$ cat config.mk
export PLATFORM = sky130hd
export DESIGN_NAME = mc_ctrl_sequencer
export DESIGN_NICKNAME = d
export VERILOG_FILES = /design/src/rtl/mc_ctrl_sequencer.sv
export SDC_FILE = /design/constraint.sdc
export NUM_CORES = 1
export LEC_CHECK = 0
export CAP_MARGIN = 30
export CORE_ASPECT_RATIO = 1.75
export CORE_UTILIZATION = 56
export CTS_BUF_LIST = sky130_fd_sc_hd__clkbuf_8
export CTS_CLUSTER_DIAMETER = 40
export DETAILED_ROUTE_END_ITERATION = 10
export HOLD_SLACK_MARGIN = 0.05
export PLACE_DENSITY_LB_ADDON = 0.15
export RECOVER_POWER = 25
export SYNTH_ARGS = -nofsm -noshare
export SYNTH_HDL_FRONTEND = slang
export SYNTH_SLANG_ARGS = --single-unit
$ cat constraint.sdc
create_clock -name iClk -period 10.2 [get_ports iClk]
set_input_delay 2.55 -clock iClk [delete_from_list [all_inputs] [get_ports iClk]]
set_output_delay 2.55 -clock iClk [all_outputs]
set_load 0.02 [all_outputs]
$ cat src/rtl/mc_ctrl_sequencer.sv
// -----------------------------------------------------------------------------
// mc_ctrl_sequencer
//
// Multicycle control sequencer for the MIPS54 datapath. A Moore FSM walks each
// instruction through FETCH / DECODE / EXEC / MEM / MDWAIT / WB and drives the
// datapath strobes plus the one-hot selects of the downstream 8-way operand and
// write-back muxes. Those selects are exactly-one-hot in every cycle, including
// the reset cycle. Retired instructions are counted.
//
// Optional feature: define MCSEQ_WDOG_EN to add a watchdog on MDWAIT. When it
// trips, it raises the sticky oFault, abandons the instruction without
// write-back or retire, and returns to FETCH. Without the macro oFault is
// tied to 0.
//
// Parameters
//   SEL_WIDTH   width of every one-hot select (at least 4, bit3 = const 4)
//   CNT_WIDTH   width of the retired-instruction counter
//   WDOG_LIMIT  MDWAIT cycles allowed before the watchdog trips
//
// Ports
//   iClk          clock, rising edge
//   iRst_n        synchronous reset, active-low
//   iOpClass      instruction class, sampled in DECODE
//                 (0 ALU_R, 1 ALU_I, 2 LOAD, 3 STORE, 4 BRANCH, 5 JUMP,
//                  6 MULDIV, 7 reserved)
//   iWbSel        decoder's one-hot write-back source, sampled in DECODE
//   iAluBSel      decoder's one-hot ALU-B source, sampled in DECODE
//   iBranchTaken  branch outcome, valid in EXEC
//   iMemBusy      memory not ready; holds FETCH and MEM
//   iMdDone       mul/div completion pulse
//   oPcWrite      PC load strobe
//   oIrWrite      IR load strobe
//   oMemRead      memory read request
//   oMemWrite     memory write request
//   oRegWrite     register file write strobe
//   oMdStart      mul/div start pulse
//   oWbSel        one-hot write-back mux select
//   oAluBSel      one-hot ALU-B mux select
//   oSelErr       sticky: decoder supplied a non-one-hot select
//   oRetireCnt    retired-instruction count (wraps)
//   oFault        sticky watchdog fault
// -----------------------------------------------------------------------------
module mc_ctrl_sequencer #(
  parameter int SEL_WIDTH  = 8,
  parameter int CNT_WIDTH  = 32,
  parameter int WDOG_LIMIT = 64
) (
  input  logic                 iClk,
  input  logic                 iRst_n,
  input  logic [2:0]           iOpClass,
  input  logic [SEL_WIDTH-1:0] iWbSel,
  input  logic [SEL_WIDTH-1:0] iAluBSel,
  input  logic                 iBranchTaken,
  input  logic                 iMemBusy,
  input  logic                 iMdDone,
  output logic                 oPcWrite,
  output logic                 oIrWrite,
  output logic                 oMemRead,
  output logic                 oMemWrite,
  output logic                 oRegWrite,
  output logic                 oMdStart,
  output logic [SEL_WIDTH-1:0] oWbSel,
  output logic [SEL_WIDTH-1:0] oAluBSel,
  output logic                 oSelErr,
  output logic [CNT_WIDTH-1:0] oRetireCnt,
  output logic                 oFault
);

  // Elaboration-time sanity checks on the configuration.
  if (SEL_WIDTH < 4) begin : gSelWidthCheck
    $error("mc_ctrl_sequencer: SEL_WIDTH must be at least 4");
  end
  if (WDOG_LIMIT < 1) begin : gWdogLimitCheck
    $error("mc_ctrl_sequencer: WDOG_LIMIT must be at least 1");
  end

  // The state register uses one-hot encoding.
  typedef enum logic [6:0] {
    S_IDLE   = 7'b0000001,
    S_FETCH  = 7'b0000010,
    S_DECODE = 7'b0000100,
    S_EXEC   = 7'b0001000,
    S_MEM    = 7'b0010000,
    S_MDWAIT = 7'b0100000,
    S_WB     = 7'b1000000
  } state_e;

  localparam logic [2:0] OP_ALU_R  = 3'd0;
  localparam logic [2:0] OP_ALU_I  = 3'd1;
  localparam logic [2:0] OP_LOAD   = 3'd2;
  localparam logic [2:0] OP_STORE  = 3'd3;
  localparam logic [2:0] OP_BRANCH = 3'd4;
  localparam logic [2:0] OP_JUMP   = 3'd5;
  localparam logic [2:0] OP_MULDIV = 3'd6;

  localparam logic [SEL_WIDTH-1:0] SEL_DEF    = SEL_WIDTH'(1);
  localparam logic [SEL_WIDTH-1:0] SEL_CONST4 = SEL_WIDTH'(8);

  state_e               state_q, state_d;
  logic [2:0]           opClass_q, opClass_d;
  logic [SEL_WIDTH-1:0] wbSel_q, wbSel_d;
  logic [SEL_WIDTH-1:0] aluBSel_q, aluBSel_d;
  logic                 selErr_q, selErr_d;
  logic [CNT_WIDTH-1:0] retireCnt_q, retireCnt_d;

  logic                 retire;
  logic                 pcWrite, irWrite, memRead, memWrite, regWrite, mdStart;
  logic [SEL_WIDTH-1:0] wbSelRaw, aluBSelRaw;

`ifdef MCSEQ_WDOG_EN
  localparam int WDOG_W = $clog2(WDOG_LIMIT + 1);
  logic [WDOG_W-1:0] wdogCnt_q, wdogCnt_d;
  logic              fault_q, fault_d;
`endif

  // Next-state and Moore output decode. Selects default to bit0 so that an
  // all-zero or multi-hot value never reaches the downstream muxes.
  always_comb begin
    state_d    = state_q;
    opClass_d  = opClass_q;
    wbSel_d    = wbSel_q;
    aluBSel_d  = aluBSel_q;
    selErr_d   = selErr_q;
    retire     = 1'b0;
    pcWrite    = 1'b0;
    irWrite    = 1'b0;
    memRead    = 1'b0;
    memWrite   = 1'b0;
    regWrite   = 1'b0;
    mdStart    = 1'b0;
    wbSelRaw   = SEL_DEF;
    aluBSelRaw = SEL_DEF;
`ifdef MCSEQ_WDOG_EN
    wdogCnt_d  = '0;
    fault_d    = fault_q;
`endif

    case (state_q)
      S_IDLE: begin
        state_d = S_FETCH;
      end

      S_FETCH: begin
        memRead    = 1'b1;
        aluBSelRaw = SEL_CONST4;
        if (!iMemBusy) begin
          irWrite = 1'b1;
          pcWrite = 1'b1;
          state_d = S_DECODE;
        end
      end

      // Bad decoder selects are replaced with bit0 so that the
      // one-hot guarantee holds even when the decoder misbehaves.
      S_DECODE: begin
        opClass_d = iOpClass;
        wbSel_d   = $onehot(iWbSel)   ? iWbSel   : SEL_DEF;
        aluBSel_d = $onehot(iAluBSel) ? iAluBSel : SEL_DEF;
        if (!$onehot(iWbSel) || !$onehot(iAluBSel)) begin
          selErr_d = 1'b1;
        end
        state_d = S_EXEC;
      end

      S_EXEC: begin
        aluBSelRaw = aluBSel_q;
        case (opClass_q)
          OP_ALU_R, OP_ALU_I: state_d = S_WB;
          OP_LOAD, OP_STORE:  state_d = S_MEM;
          OP_BRANCH: begin
            pcWrite = iBranchTaken;
            retire  = 1'b1;
            state_d = S_FETCH;
          end
          OP_JUMP: begin
            pcWrite = 1'b1;
            retire  = 1'b1;
            state_d = S_FETCH;
          end
          OP_MULDIV: begin
            mdStart = 1'b1;
            state_d = S_MDWAIT;
          end
          default: begin
            retire  = 1'b1;
            state_d = S_FETCH;
          end
        endcase
      end

      // Only LOAD and STORE reach this state, so any non-STORE is a LOAD.
      S_MEM: begin
        if (opClass_q == OP_STORE) begin
          memWrite = 1'b1;
        end else begin
          memRead = 1'b1;
        end
        if (!iMemBusy) begin
          if (opClass_q == OP_STORE) begin
            retire  = 1'b1;
            state_d = S_FETCH;
          end else begin
            state_d = S_WB;
          end
        end
      end

      // A completion on the limit cycle takes priority over the watchdog.
      S_MDWAIT: begin
`ifdef MCSEQ_WDOG_EN
        wdogCnt_d = wdogCnt_q + WDOG_W'(1);
        if (iMdDone) begin
          state_d = S_WB;
        end else if (wdogCnt_q == WDOG_W'(WDOG_LIMIT - 1)) begin
          fault_d = 1'b1;
          state_d = S_FETCH;
        end
`else
        if (iMdDone) begin
          state_d = S_WB;
        end
`endif
      end

      S_WB: begin
        regWrite = 1'b1;
        wbSelRaw = wbSel_q;
        retire   = 1'b1;
        state_d  = S_FETCH;
      end

      default: begin
        state_d = S_IDLE;
      end
    endcase

    retireCnt_d = retire ? retireCnt_q + CNT_WIDTH'(1) : retireCnt_q;
  end

  // State, latched decode fields, the sticky error flag, and the retire counter.
  always_ff @(posedge iClk) begin
    if (!iRst_n) begin
      state_q     <= S_IDLE;
      opClass_q   <= '0;
      wbSel_q     <= SEL_DEF;
      aluBSel_q   <= SEL_DEF;
      selErr_q    <= 1'b0;
      retireCnt_q <= '0;
    end else begin
      state_q     <= state_d;
      opClass_q   <= opClass_d;
      wbSel_q     <= wbSel_d;
      aluBSel_q   <= aluBSel_d;
      selErr_q    <= selErr_d;
      retireCnt_q <= retireCnt_d;
    end
  end

`ifdef MCSEQ_WDOG_EN
  // The watchdog counter runs only while in MDWAIT. The fault flag stays set
  // until the next reset.
  always_ff @(posedge iClk) begin
    if (!iRst_n) begin
      wdogCnt_q <= '0;
      fault_q   <= 1'b0;
    end else begin
      wdogCnt_q <= wdogCnt_d;
      fault_q   <= fault_d;
    end
  end

  assign oFault = fault_q;
`else
  assign oFault = 1'b0;
`endif

  // While reset is asserted, the strobes are masked and the selects are
  // forced to bit0. This prevents an aborted instruction from issuing a write
  // in the reset cycle.
  assign oPcWrite   = pcWrite  & iRst_n;
  assign oIrWrite   = irWrite  & iRst_n;
  assign oMemRead   = memRead  & iRst_n;
  assign oMemWrite  = memWrite & iRst_n;
  assign oRegWrite  = regWrite & iRst_n;
  assign oMdStart   = mdStart  & iRst_n;
  assign oWbSel     = iRst_n ? wbSelRaw   : SEL_DEF;
  assign oAluBSel   = iRst_n ? aluBSelRaw : SEL_DEF;
  assign oSelErr    = selErr_q;
  assign oRetireCnt = retireCnt_q;

endmodule

==> results of run 1 <==
-- cell usage after synthesis, drive strengths merged, types with 2 or more instances --
master   n
mux2i    3
and3    11
a211oi   2
o31ai   20
nor4     5
o32a     2
nand2   48
clkbuf  17
inv     34
buf      4
nor2    18
ha       7
and4     2
or4     21
nand2b   5
and2     8
nand3   26
nor3     6
or2      2
o21ai   14
or3      9
fa       8
xor2     4
a21oi   51
o32ai    3
nand4b   3
nor2b    3
dfxtp   59
nand4   12
-- layout make-up --
cell class	instances	area share [%]
multi-input combinational	304	44.35
timing repair buffer	80	18.25
clock buffer	11	3.489
clock inverter	3	1.471
tap	76	2.191
sequential	59	27.22
inverter	35	3.028
-- flip-flops by register name, indices dropped and copies added, names as in the netlist --
signal and count:
oRetireCnt 32, aluBSel_q 8, wbSel_q 8, state_q 7
opClass_q 3, oSelErr 1
-- power by group through the flow --
stage / Combinational, uW / Sequential, uW / Clock [uW]
floorplan: 73.3 / 245 / 0
global placement: 98.1 / 248 / 0
detailed placement: 103 / 248 / 0
CTS: 103 / 243 / 237
global route: 116 / 244 / 249
finish: 103 / 244 / 235
-- how the worst max path moves through the flow --
stage	startpoint	endpoint	slack (ns)	cells past startpoint
global placement	iRst_n	oMemWrite	2.86	5
finish	iRst_n	oMemWrite	1.60	5
CTS	iRst_n	oMemWrite	2.71	5
floorplan	iRst_n	oPcWrite	3.99	4
global route	iRst_n	oMemWrite	1.38	5
detailed placement	iRst_n	oMemWrite	2.80	5
-- cell usage in the layout, fill, tap and decap left out, types with 5 or more instances in the layout --
cell                              count
sky130_fd_sc_hd__nand3_1             25
sky130_fd_sc_hd__or4_1               21
sky130_fd_sc_hd__nand4_1             12
sky130_fd_sc_hd__or3_1                9
sky130_fd_sc_hd__fa_1                 8
sky130_fd_sc_hd__o21ai_0             14
sky130_fd_sc_hd__nor2_1              17
sky130_fd_sc_hd__o31ai_1             20
sky130_fd_sc_hd__and3_1              11
sky130_fd_sc_hd__clkbuf_8            11
sky130_fd_sc_hd__a21oi_1             51
sky130_fd_sc_hd__nand2b_1             5
sky130_fd_sc_hd__clkdlybuf4s50_1     58
sky130_fd_sc_hd__nor3_1               6
sky130_fd_sc_hd__ha_1                 7
sky130_fd_sc_hd__and2_1               7
sky130_fd_sc_hd__inv_1               35
sky130_fd_sc_hd__dfxtp_1             59
sky130_fd_sc_hd__dlygate4sd3_1       20
sky130_fd_sc_hd__nand2_1             48
-- stage by stage --
step	power (uW)	cell area [um^2]	util, %
finish	581.1	4339	76.46
global route	609.5	4339	76.46
CTS	583.6	4343	76.52
detailed placement	351.0	4128	72.73
global placement	346.4	4128	72.73
floorplan	318.4	3336	-
-- logic make-up after synthesis --
logic type               Yosys count
AO/OA/AOI/OAI                     99
XOR/XNOR                           5
adder cells (fa/ha/maj)           15
buffers and inverters             56
flip-flops                        59
multiplexers                       3
other                              1
AND/OR/NAND/NOR                  181
-- metal layers --
metal  share of wire (%)  global-route usage (%)
met1                  38                   30.13
met2                  55                   51.73
met3                 4.6                   7.836
met4                 2.4                   12.62
met5                   0                       0
-- worst register-to-register path, delay by kind of cell, from the launching register on --
kind / cells / cell delay (ns)
flops: 1 / 0.45
simple gates: 4 / 1.63
compound gates: 1 / 0.15
fa+ha+maj: 1 / 0.24
==> results.rst, run 1 <==
.. list-table::
   :header-rows: 1

   * - Metric
     - Value
   * - Buffers added on ports
     - 78
   * - Number of global-route vias before repair
     - 3,303
   * - R2R cell count
     - 6
   * - Gate Count Post-Synth
     - 419
   * - Root buffer cell
     - sky130_fd_sc_hd__clkbuf_8
   * - Global-route total usage across every layer
     - 29.12%
   * - DRT Wirelength
     - 8519 um
   * - Number of clock buffers inserted by TritonCTS
     - 9
   * - Placeable core region
     - 5675 um^2
   * - CP required
     - 7.65 ns
   * - Class of the worst hold path
     - register to register
   * - Overflow after GRT
     - 0
   * - Number of max-slew violations in the final report
     - 53
   * - Transition time of the tightest slew-check pin
     - 2.332 ns
   * - Status
     - finished, violations left
   * - I/O pin count
     - 80
   * - Number of levels the H-tree was split into
     - 3
   * - XOR/XNOR share of the synthesized area
     - 1.313%
   * - Clock-pin slew reported for the worst setup and hold paths after clock tree synthesis
     - 0.07 ns
   * - Flip-flop and latch area
     - 1181 um^2
   * - Power density of the placed cells
     - 133.9 nW/um^2
   * - Die Width
     - 60.34 um
   * - WHS Endpoint
     - wbSel_q[6]$_SDFFE_PN0P_
   * - Flop2flop setup slack
     - 7.64 ns
   * - Cell with the largest stage delay on the worst path
     - sky130_fd_sc_hd__clkbuf_1
   * - Post-synth cell types
     - 47
   * - Leakage power summed over all cells
     - 0.001579 uW
   * - Share of synthesized cell area in full adder, half adder and majority cells
     - 7.427%
   * - Setup repair after global routing missed its margin
     - no
   * - Data arrival time of the critical path
     - 6.05 ns
   * - Largest family of logic cells by synthesized area
     - simple AND/OR/NAND/NOR gates
   * - DRC violation count after routing
     - 0
   * - Post-cts gate resize count
     - 0
   * - Maximum number of pins on one net before global-route repair
     - 62
   * - Switching power summed over all nets
     - 154.6 uW
   * - Area of the multi-input gates
     - 1924 um^2
   * - Slowest Stage Delay on Critical Path
     - 1.67 ns
   * - Synth Cell Area
     - 3336 um^2
   * - Final HPWL from detailed placement
     - 6115 um
   * - Iteration-0 DRC count of the detailed router
     - 266
   * - Maximum clock insertion buffer count
     - 2
   * - Count of antenna-violating nets left after detailed routing
     - 0
   * - TritonCTS clock tree
     - done
   * - Buffering stage count on the worst path with inverters included
     - 4
   * - GPL Wtd Cong
     - 0.8477
   * - Type of element launching the critical path
     - primary input
   * - Global-route wire length before repair
     - 14,240 um
   * - Share of the synthesized area in the top cell type
     - 35.41%
   * - Filler cells
     - 465
   * - Standard-cell row count
     - 36
   * - Sequential fraction of the synthesis area
     - 35.41%
   * - Avg WL per Cell
     - 15.00 um
   * - Post-synth top area cell
     - sky130_fd_sc_hd__dfxtp_1
   * - Top achievable clock speed
     - 0.1163 GHz
   * - Hold WS
     - 0.4552 ns
   * - Number of buffers inserted to repair setup after CTS
     - 0
   * - Placement Setup Slack
     - 2.805 ns
   * - Share of cells above drive strength 1
     - 4.065%
   * - Clock Latency Late Sink
     - 0.34 ns
   * - Launching point of the worst reg2reg path
     - oRetireCnt[0]$_SDFFE_PN0P_
   * - Layout Area Growth over Synthesis
     - 30.08%
   * - Length of the first detailed-routing pass in iterations
     - 5
   * - Clock share of power
     - 40.4%
   * - Flop and latch count out of synthesis
     - 59
   * - Ratio of final minimum period to clock period
     - 84.33%
   * - Worst reg2reg endpoint
     - oRetireCnt[30]$_SDFFE_PN0P_
   * - Max-Slew Margin vs Limit
     - -55.45%
   * - Final worst slack
     - 1.599 ns
   * - Fraction of power spent switching nets
     - 26.60%
   * - Simple-Gate Fraction of Synth Area
     - 29.78%
   * - Vias per std cell
     - 6.007
   * - Synth Area per Inst
     - 7.961 um^2
   * - Initial core utilization
     - 58.77%
   * - Kind of end point of the critical path
     - primary output
   * - Fraction of the mapped netlist area in compound gates
     - 18.15%
   * - Number of maximum-capacitance violations
     - 1
   * - Total number of yosys warnings
     - 0
   * - Endpoints failing hold
     - 0
   * - Final-layout setup total negative slack
     - 0 ns
   * - Total number of clock tree sinks
     - 59
   * - Final setup violating endpoints
     - 0
   * - VDD IR max
     - 0.1123 mV
   * - Flop pwr share
     - 41.9%
   * - Total inserted antenna cells
     - 0
   * - List of cells traversed by the critical path
     - dlygate4sd3_1, clkinv_1, clkbuf_1, nor3_1, clkdlybuf4s50_1
   * - Family of cells with the greatest summed delay on the critical path
     - buffers and inverters
   * - Number of buffers added to fix hold violations after cts
     - 0
   * - Power Internal
     - 426.5 uW
   * - Fraction of synthesis flops using an asynchronous set or reset pin
     - 0%
   * - Critical Path Fanout Max
     - 52
   * - Post-placement cell count
     - 554
   * - Worst hold path depth
     - 2
   * - Worst Clk Skew
     - 0.009798 ns
   * - Critical path class
     - primary input to primary output
   * - Final standard cell count with taps included and fillers excluded
     - 568
   * - Vert. Die Dim
     - 104.1 um
   * - Count of flip-flops with a built-in enable after synthesis
     - 0
   * - Multiplexer fraction of the synthesized cell area
     - 0.9002%
   * - Failing checks
     - max-capacitance violations, max-slew violations
   * - Syn_nets
     - 458
   * - Min-Delay Startpoint
     - wbSel_q[6]$_SDFFE_PN0P_
   * - Logic pwr share
     - 17.7%
   * - Via total after detailed routing
     - 3,412
   * - Post-route minimum period
     - 8.601 ns
   * - Ys flop type
     - sky130_fd_sc_hd__dfxtp_1
   * - Ranking of synthesized cells by area
     - sky130_fd_sc_hd__dfxtp_1, sky130_fd_sc_hd__a21oi_1, sky130_fd_sc_hd__nand2_1
   * - Net total in the final layout
     - 528
   * - Initial antenna violation count
     - 0
   * - Die area
     - 6281 um^2
(Power assumes the default switching activity.)
==> run 2, diff against run 1 <==
- CORE_UTILIZATION: 56 -> 47
- clock period: 10.2 -> 7.7 ns (I/O delays scaled with it)
==> run 2 against run 1 <==
Net effect: the flow now finishes without violations; clock power up 17%; critical path depth unchanged; clock-buffer cell count up 3; global-route usage down 4.1 points; critical endpoint is now oPcWrite; largest cell class unchanged.
==> results.rst, run 2 (synthesized netlist as in run 1, its figures left out) <==
.. list-table::
   :header-rows: 1

   * - Metric
     - Value
   * - Status
     - finished clean
   * - Commonest cells after routing, fill and taps aside
     - sky130_fd_sc_hd__dfxtp_1, sky130_fd_sc_hd__clkdlybuf4s50_1, sky130_fd_sc_hd__a21oi_1
   * - Launching point of the worst reg2reg path
     - oRetireCnt[1]$_SDFFE_PN0P_
   * - Die Width
     - 65.69 um (+8.9%)
   * - Number of buffers inserted to repair setup after CTS
     - 0 (unchanged)
   * - Die area
     - 7452 um^2 (+19%)
   * - R2R cell count
     - 6 (unchanged)
   * - Clock Latency Late Sink
     - 0.34 ns (about the same)
   * - GPL Wtd Cong
     - 0.8251 (-2.7%)
   * - CP required
     - 5.78 ns (-1.87 ns)
   * - Placeable core region
     - 6857 um^2 (+21%)
   * - Final standard cell count with taps included and fillers excluded
     - 577 (+1.6%)
   * - TritonCTS clock tree
     - done
   * - Total inserted antenna cells
     - 0 (unchanged)
   * - Final-layout setup total negative slack
     - 0 ns (unchanged)
   * - Final HPWL from detailed placement
     - 6278 um (+2.7%)
   * - I/O pin count
     - 80 (unchanged)
   * - Filler cells
     - 638 (+37%)
   * - Net total in the final layout
     - 528 (unchanged)
   * - Transition time of the tightest slew-check pin
     - 0.7731 ns (-1.559 ns)
   * - Overflow after GRT
     - 0 (unchanged)
   * - Number of buffers added to fix hold violations after cts
     - 0 (unchanged)
   * - Placement Setup Slack
     - 1.242 ns (-1.563 ns)
   * - WHS Endpoint
     - aluBSel_q[4]$_SDFFE_PN0P_
   * - Final setup violating endpoints
     - 0 (unchanged)
   * - Flop2flop setup slack
     - 5.12 ns (-2.52 ns)
   * - Standard-cell row count
     - 40 (+11%)
   * - Iteration-0 DRC count of the detailed router
     - 141 (-47%)
   * - Setup repair after global routing missed its margin
     - no
   * - Post-placement cell count
     - 562 (+1.4%)
   * - Number of global-route vias before repair
     - 3,170 (-4.0%)
   * - Worst Clk Skew
     - 0.004694 ns (-0.005104 ns)
   * - Critical path class
     - primary input to primary output
   * - Worst reg2reg endpoint
     - oRetireCnt[30]$_SDFFE_PN0P_
   * - Max-Slew Margin vs Limit
     - 48.06% (+100 points)
   * - Data arrival time of the critical path
     - 4.60 ns (-1.45 ns)
   * - Via total after detailed routing
     - 3,304 (-3.2%)
   * - Number of max-slew violations in the final report
     - 0 (-100%)
   * - Avg WL per Cell
     - 14.79 um (-1.4%)
   * - Length of the first detailed-routing pass in iterations
     - 5 (unchanged)
   * - Endpoints failing hold
     - 0 (unchanged)
   * - Top achievable clock speed
     - 0.1532 GHz
   * - DRT Wirelength
     - 8532 um (+0.15%)
   * - Maximum number of pins on one net before global-route repair
     - 62 (unchanged)
   * - Type of element launching the critical path
     - primary input
   * - Leading cell type in the layout, fill and taps excluded
     - sky130_fd_sc_hd__dfxtp_1
   * - Buffers added on ports
     - 78 (unchanged)
   * - Min-Delay Startpoint
     - aluBSel_q[4]$_SDFFE_PN0P_
   * - VDD IR max
     - 0.1216 mV (+8.2%)
   * - Share of cells above drive strength 1
     - 4.665% (+0.60 points)
   * - Total number of clock tree sinks
     - 59 (unchanged)
   * - Root buffer cell
     - sky130_fd_sc_hd__clkbuf_8
   * - Layout Area Growth over Synthesis
     - 29.97% (about the same)
   * - Number of flip-flops under the largest register name
     - 32 (unchanged)
   * - Global-route wire length before repair
     - 14,500 um (+1.8%)
   * - Leakage power summed over all cells
     - 0.001593 uW (+0.92%)
   * - DRC violation count after routing
     - 0 (unchanged)
   * - Clock-pin slew reported for the worst setup and hold paths after clock tree synthesis
     - 0.06 ns (about the same)
   * - Worst hold path depth
     - 2 (unchanged)
   * - Maximum clock insertion buffer count
     - 2 (unchanged)
   * - Post-route minimum period
     - 6.525 ns
   * - Count of antenna-violating nets left after detailed routing
     - 0 (unchanged)
   * - Kind of end point of the critical path
     - primary output
   * - Number of clock buffers inserted by TritonCTS
     - 9 (unchanged)
   * - Critical Path Fanout Max
     - 18 (-65%)
   * - Post-cts gate resize count
     - 0 (unchanged)
   * - Initial antenna violation count
     - 0 (unchanged)
   * - Hold WS
     - 0.4492 ns (-0.005962 ns)
   * - Class of the worst hold path
     - register to register
   * - Initial core utilization
     - 48.65% (-10 points)
   * - Vert. Die Dim
     - 113.4 um (+9.0%)
   * - Global-route total usage across every layer
     - 24.99% (-4.1 points)
   * - Final worst slack
     - 1.175 ns (-0.4241 ns)
   * - Ratio of final minimum period to clock period
     - 84.75%
   * - Power density of the placed cells
     - 169.2 nW/um^2 (+26%)
   * - Number of maximum-capacitance violations
     - 0 (-1)
   * - Number of levels the H-tree was split into
     - 3 (unchanged)
   * - Vias per std cell
     - 5.726 (-4.7%)
## run 2: worst max-delay path by stage
stage / cells past startpoint / end / from
floorplan: 13 / oSelErr$_SDFFE_PN0P_ / iWbSel[0]
global placement: 5 / oPcWrite / iRst_n
detailed placement: 5 / oPcWrite / iRst_n
CTS: 5 / oPcWrite / iRst_n
global route: 5 / oPcWrite / iRst_n
finish: 5 / oPcWrite / iRst_n
## run 2: layout make-up
class                   instances  area (um^2)  area share, %
flip-flops and latches         59         1181          27.24
clock inverters                 1        5.005         0.1154
clock buffers                  14        192.7          4.444
well taps                      84        105.1          2.424
inverters                      35        131.4          3.030
multi-input cells             304         1924          44.39
repair buffers                 80        795.8          18.35
## run 2: worst max-delay path, stage by stage
cell	delay, ns
sky130_fd_sc_hd__dlygate4sd3_1	0.90
sky130_fd_sc_hd__clkinv_1	0.52
sky130_fd_sc_hd__or2_2	0.46
sky130_fd_sc_hd__o32ai_1	0.13
sky130_fd_sc_hd__clkdlybuf4s50_1	0.65
## run 2: stage by stage
stage	util [%]	total power, uW	cell area (um^2)
5_1_grt	63.23	769.1	4335
6_report	63.23	733.4	4335
2_1_floorplan	-	421.7	3336
3_5_place_dp	60.35	463.7	4138
4_1_cts	63.23	738.0	4335
3_3_place_gp	60.35	459.2	4138
## run 2: layer usage
layer,vias to the layer above,GRT usage (%),wire [um],part of all wire (%)
li1,1653,-,-,-
met1,1550,26.67,3320,39
met2,88,45.44,4716,55
met3,13,5.100,322,3.8
met4,0,11.30,173,2.0
met5,-,0,0,0
## run 2: where the power goes
group          total, uW  internal [uW]  switching [uW]
Sequential           323            311            11.4
Clock                276            158             118
Combinational        134           58.5            75.9
Total                733            528             205
==> run 3, diff against run 2 <==
- CORE_UTILIZATION: 47 -> 52
- clock period: 7.7 -> 6.2 ns (I/O delays scaled with it)
==> run 3 against run 2 <==
Net effect: the flow now finishes with violations (max-capacitance violations, max-slew violations); final area grew 0.89%; first-iteration DRC count increased by 59%; clock-buffer cell count decreased by 4; largest power group is now clock.
==> results.rst, run 3 (synthesized netlist as in run 1, its figures left out) <==
.. list-table::
   :header-rows: 1

   * - Metric
     - Value
   * - Status
     - finished, violations left
   * - Failing checks
     - max-capacitance violations, max-slew violations
   * - Total number of clock tree sinks
     - 59 (unchanged)
   * - Global-route wire length before repair
     - 13,860 um (-4.4%)
   * - Initial antenna violation count
     - 0 (unchanged)
   * - R2R cell count
     - 6 (unchanged)
   * - Kind of end point of the critical path
     - primary output
   * - Worst reg2reg endpoint
     - oRetireCnt[30]$_SDFFE_PN0P_
   * - Avg WL per Cell
     - 14.64 um (-0.99%)
   * - Critical Path Fanout Max
     - 12 (-6)
   * - Number of max-slew violations in the final report
     - 43 (+43)
   * - Final setup violating endpoints
     - 0 (unchanged)
   * - Buffers added on ports
     - 78 (unchanged)
   * - Flop2flop setup slack
     - 3.63 ns (-1.49 ns)
   * - Overflow after GRT
     - 0 (unchanged)
   * - Vias per std cell
     - 5.903 (+3.1%)
   * - Standard-cell row count
     - 38 (-5.0%)
   * - TritonCTS clock tree
     - done
   * - Layout Area Growth over Synthesis
     - 31.13%
   * - Transition time of the tightest slew-check pin
     - 1.879 ns (+1.106 ns)
   * - Endpoints failing hold
     - 0 (unchanged)
   * - Post-route minimum period
     - 5.408 ns
   * - Share of cells above drive strength 1
     - 4.444% (-0.22 points)
   * - Filler cells
     - 528 (-17%)
   * - Setup crit start
     - iRst_n
   * - Slowest Stage Delay on Critical Path
     - 0.73 ns (-0.17 ns)
   * - Launching point of the worst reg2reg path
     - oRetireCnt[1]$_SDFFE_PN0P_
   * - Final HPWL from detailed placement
     - 6072 um (-3.3%)
   * - Iteration-0 DRC count of the detailed router
     - 224 (+59%)
   * - CP required
     - 4.65 ns (-1.13 ns)
   * - Capture point of the worst path
     - oPcWrite
   * - Via total after detailed routing
     - 3,394 (+2.7%)
   * - Post-place instance area
     - 4140 um^2 (about the same)
   * - Post-cts gate resize count
     - 0 (unchanged)
   * - List of cells traversed by the critical path
     - dlygate4sd3_1, clkinv_1, or2_2, o32ai_1, clkdlybuf4s50_1
   * - Leakage power summed over all cells
     - 0.001589 uW (-0.31%)
   * - Number of global-route vias before repair
     - 3,183 (+0.41%)
   * - Number of buffers added to fix hold violations after cts
     - 0 (unchanged)
   * - Total inserted antenna cells
     - 0 (unchanged)
   * - Ratio of final minimum period to clock period
     - 87.22%
   * - Number of clock buffers inserted by TritonCTS
     - 9 (unchanged)
   * - Root buffer cell
     - sky130_fd_sc_hd__clkbuf_8
   * - Type of element launching the critical path
     - primary input
   * - Hold WS
     - 0.4459 ns (-0.003347 ns)
   * - Class of the worst hold path
     - register to register
   * - Die Width
     - 62.55 um (-4.8%)
   * - Clock-pin slew reported for the worst setup and hold paths after clock tree synthesis
     - 0.06 ns (about the same)
   * - GPL Wtd Cong
     - 0.8647 (+4.8%)
   * - Setup repair after global routing missed its margin
     - no
   * - Die area
     - 6752 um^2 (-9.4%)
   * - Maximum number of pins on one net before global-route repair
     - 62 (unchanged)
   * - VDD IR max
     - 0.1621 mV (+33%)
   * - Data arrival time of the critical path
     - 3.86 ns (-0.74 ns)
   * - Length of the first detailed-routing pass in iterations
     - 5 (unchanged)
   * - Number of levels the H-tree was split into
     - 3 (unchanged)
   * - Initial core utilization
     - 53.97% (+5.3 points)
   * - Top achievable clock speed
     - 0.1849 GHz
   * - DRT Wirelength
     - 8418 um (-1.3%)
   * - Final worst slack
     - 0.7923 ns (-0.3822 ns)
   * - Worst Clk Skew
     - 0.005759 ns (+0.001065 ns)
   * - Clock Latency Late Sink
     - 0.34 ns (about the same)
   * - Vert. Die Dim
     - 108.0 um (-4.8%)
   * - Maximum clock insertion buffer count
     - 2 (unchanged)
   * - Global-route total usage across every layer
     - 25.78% (+0.79 points)
   * - Cell with the largest stage delay on the worst path
     - sky130_fd_sc_hd__dlygate4sd3_1
   * - Number of flip-flops under the largest register name
     - 32 (unchanged)
   * - Number of maximum-capacitance violations
     - 1 (+1)
   * - Power density of the placed cells
     - 228.2 nW/um^2 (+35%)
   * - Final non-filler cell area
     - 4374 um^2 (+0.89%)
   * - Placement Setup Slack
     - 0.7197 ns (-0.5220 ns)
   * - I/O pin count
     - 80 (unchanged)
   * - Leading cell type in the layout, fill and taps excluded
     - sky130_fd_sc_hd__clkdlybuf4s50_1
   * - Number of buffers inserted to repair setup after CTS
     - 0 (unchanged)
   * - Placeable core region
     - 6181 um^2 (-9.9%)
   * - Critical path class
     - primary input to primary output
   * - Count of antenna-violating nets left after detailed routing
     - 0 (unchanged)
   * - Commonest cells after routing, fill and taps aside
     - sky130_fd_sc_hd__clkdlybuf4s50_1, sky130_fd_sc_hd__dfxtp_1, sky130_fd_sc_hd__a21oi_1
   * - Final-layout setup total negative slack
     - 0 ns (unchanged)
   * - Net total in the final layout
     - 529 (+0.19%)
   * - DRC violation count after routing
     - 0 (unchanged)
   * - Max-Slew Margin vs Limit
     - -25.29% (-73 points)
-- run 3: cell types whose count changed in the layout (fill, tap and decap cells not counted) --
cell | before | now
sky130_fd_sc_hd__buf_4 | 2 | 1
sky130_fd_sc_hd__bufinv_16 | 0 | 3
sky130_fd_sc_hd__inv_1 | 34 | 35
sky130_fd_sc_hd__clkbuf_1 | 0 | 2
sky130_fd_sc_hd__dlygate4sd3_1 | 25 | 17
sky130_fd_sc_hd__clkdlybuf4s50_1 | 53 | 61
sky130_fd_sc_hd__clkinv_2 | 1 | 2
sky130_fd_sc_hd__clkbuf_8 | 14 | 10
-- run 3: routing by layer --
metal / part of all wire (%) / GRT usage, %
met3: 3.9 / 6.329
met1: 38 / 26.03
met5: 0 / 0
met2: 56 / 48.52
met4: 1.6 / 12.62
-- run 3: layout make-up --
| cell class | instances | area [um^2] | share of cell area [%] |
|---|---|---|---|
| clock buffer | 10 | 137.6 | 3.146 |
| clock inverter | 6 | 103.9 | 2.374 |
| inverter | 35 | 131.4 | 3.003 |
| multi-input combinational | 304 | 1924 | 43.99 |
| sequential | 59 | 1181 | 27.00 |
| tap | 80 | 100.1 | 2.288 |
| timing repair buffer | 81 | 795.8 | 18.19 |
-- run 3: worst max-delay path, delay by kind of cell --
family / cells / cell delay [ns]
AOI/OAI and AO/OA: 1 / 0.12
buffers and inverters: 3 / 1.75
and+or+nand+nor: 1 / 0.43
-- run 3: stage by stage --
step,util (%),power (uW),cells
detailed placement,66.98,578.1,559
finish,70.77,998.4,575
floorplan,-,523.8,419
global placement,66.98,570.1,559
CTS,70.89,1003,575
global route,70.77,1041,575
-- run 3: worst min path at each step --
stage                                  from                       to  slack [ns]  cells past startpoint
floorplan           wbSel_q[1]$_SDFFE_PN0P_  wbSel_q[1]$_SDFFE_PN0P_        0.43                      2
global placement    wbSel_q[5]$_SDFFE_PN0P_  wbSel_q[5]$_SDFFE_PN0P_        0.43                      2
detailed placement  wbSel_q[2]$_SDFFE_PN0P_  wbSel_q[2]$_SDFFE_PN0P_        0.44                      2
CTS                 wbSel_q[2]$_SDFFE_PN0P_  wbSel_q[2]$_SDFFE_PN0P_        0.45                      2
global route        wbSel_q[2]$_SDFFE_PN0P_  wbSel_q[2]$_SDFFE_PN0P_        0.46                      2
finish              wbSel_q[2]$_SDFFE_PN0P_  wbSel_q[2]$_SDFFE_PN0P_        0.45                      2
-- run 3: power by group --
part           total [uW]  switching [uW]  internal [uW]
clock                 428             153            275
combinational         170            96.9           73.2
sequential            401            14.1            387
total                 998             264            735
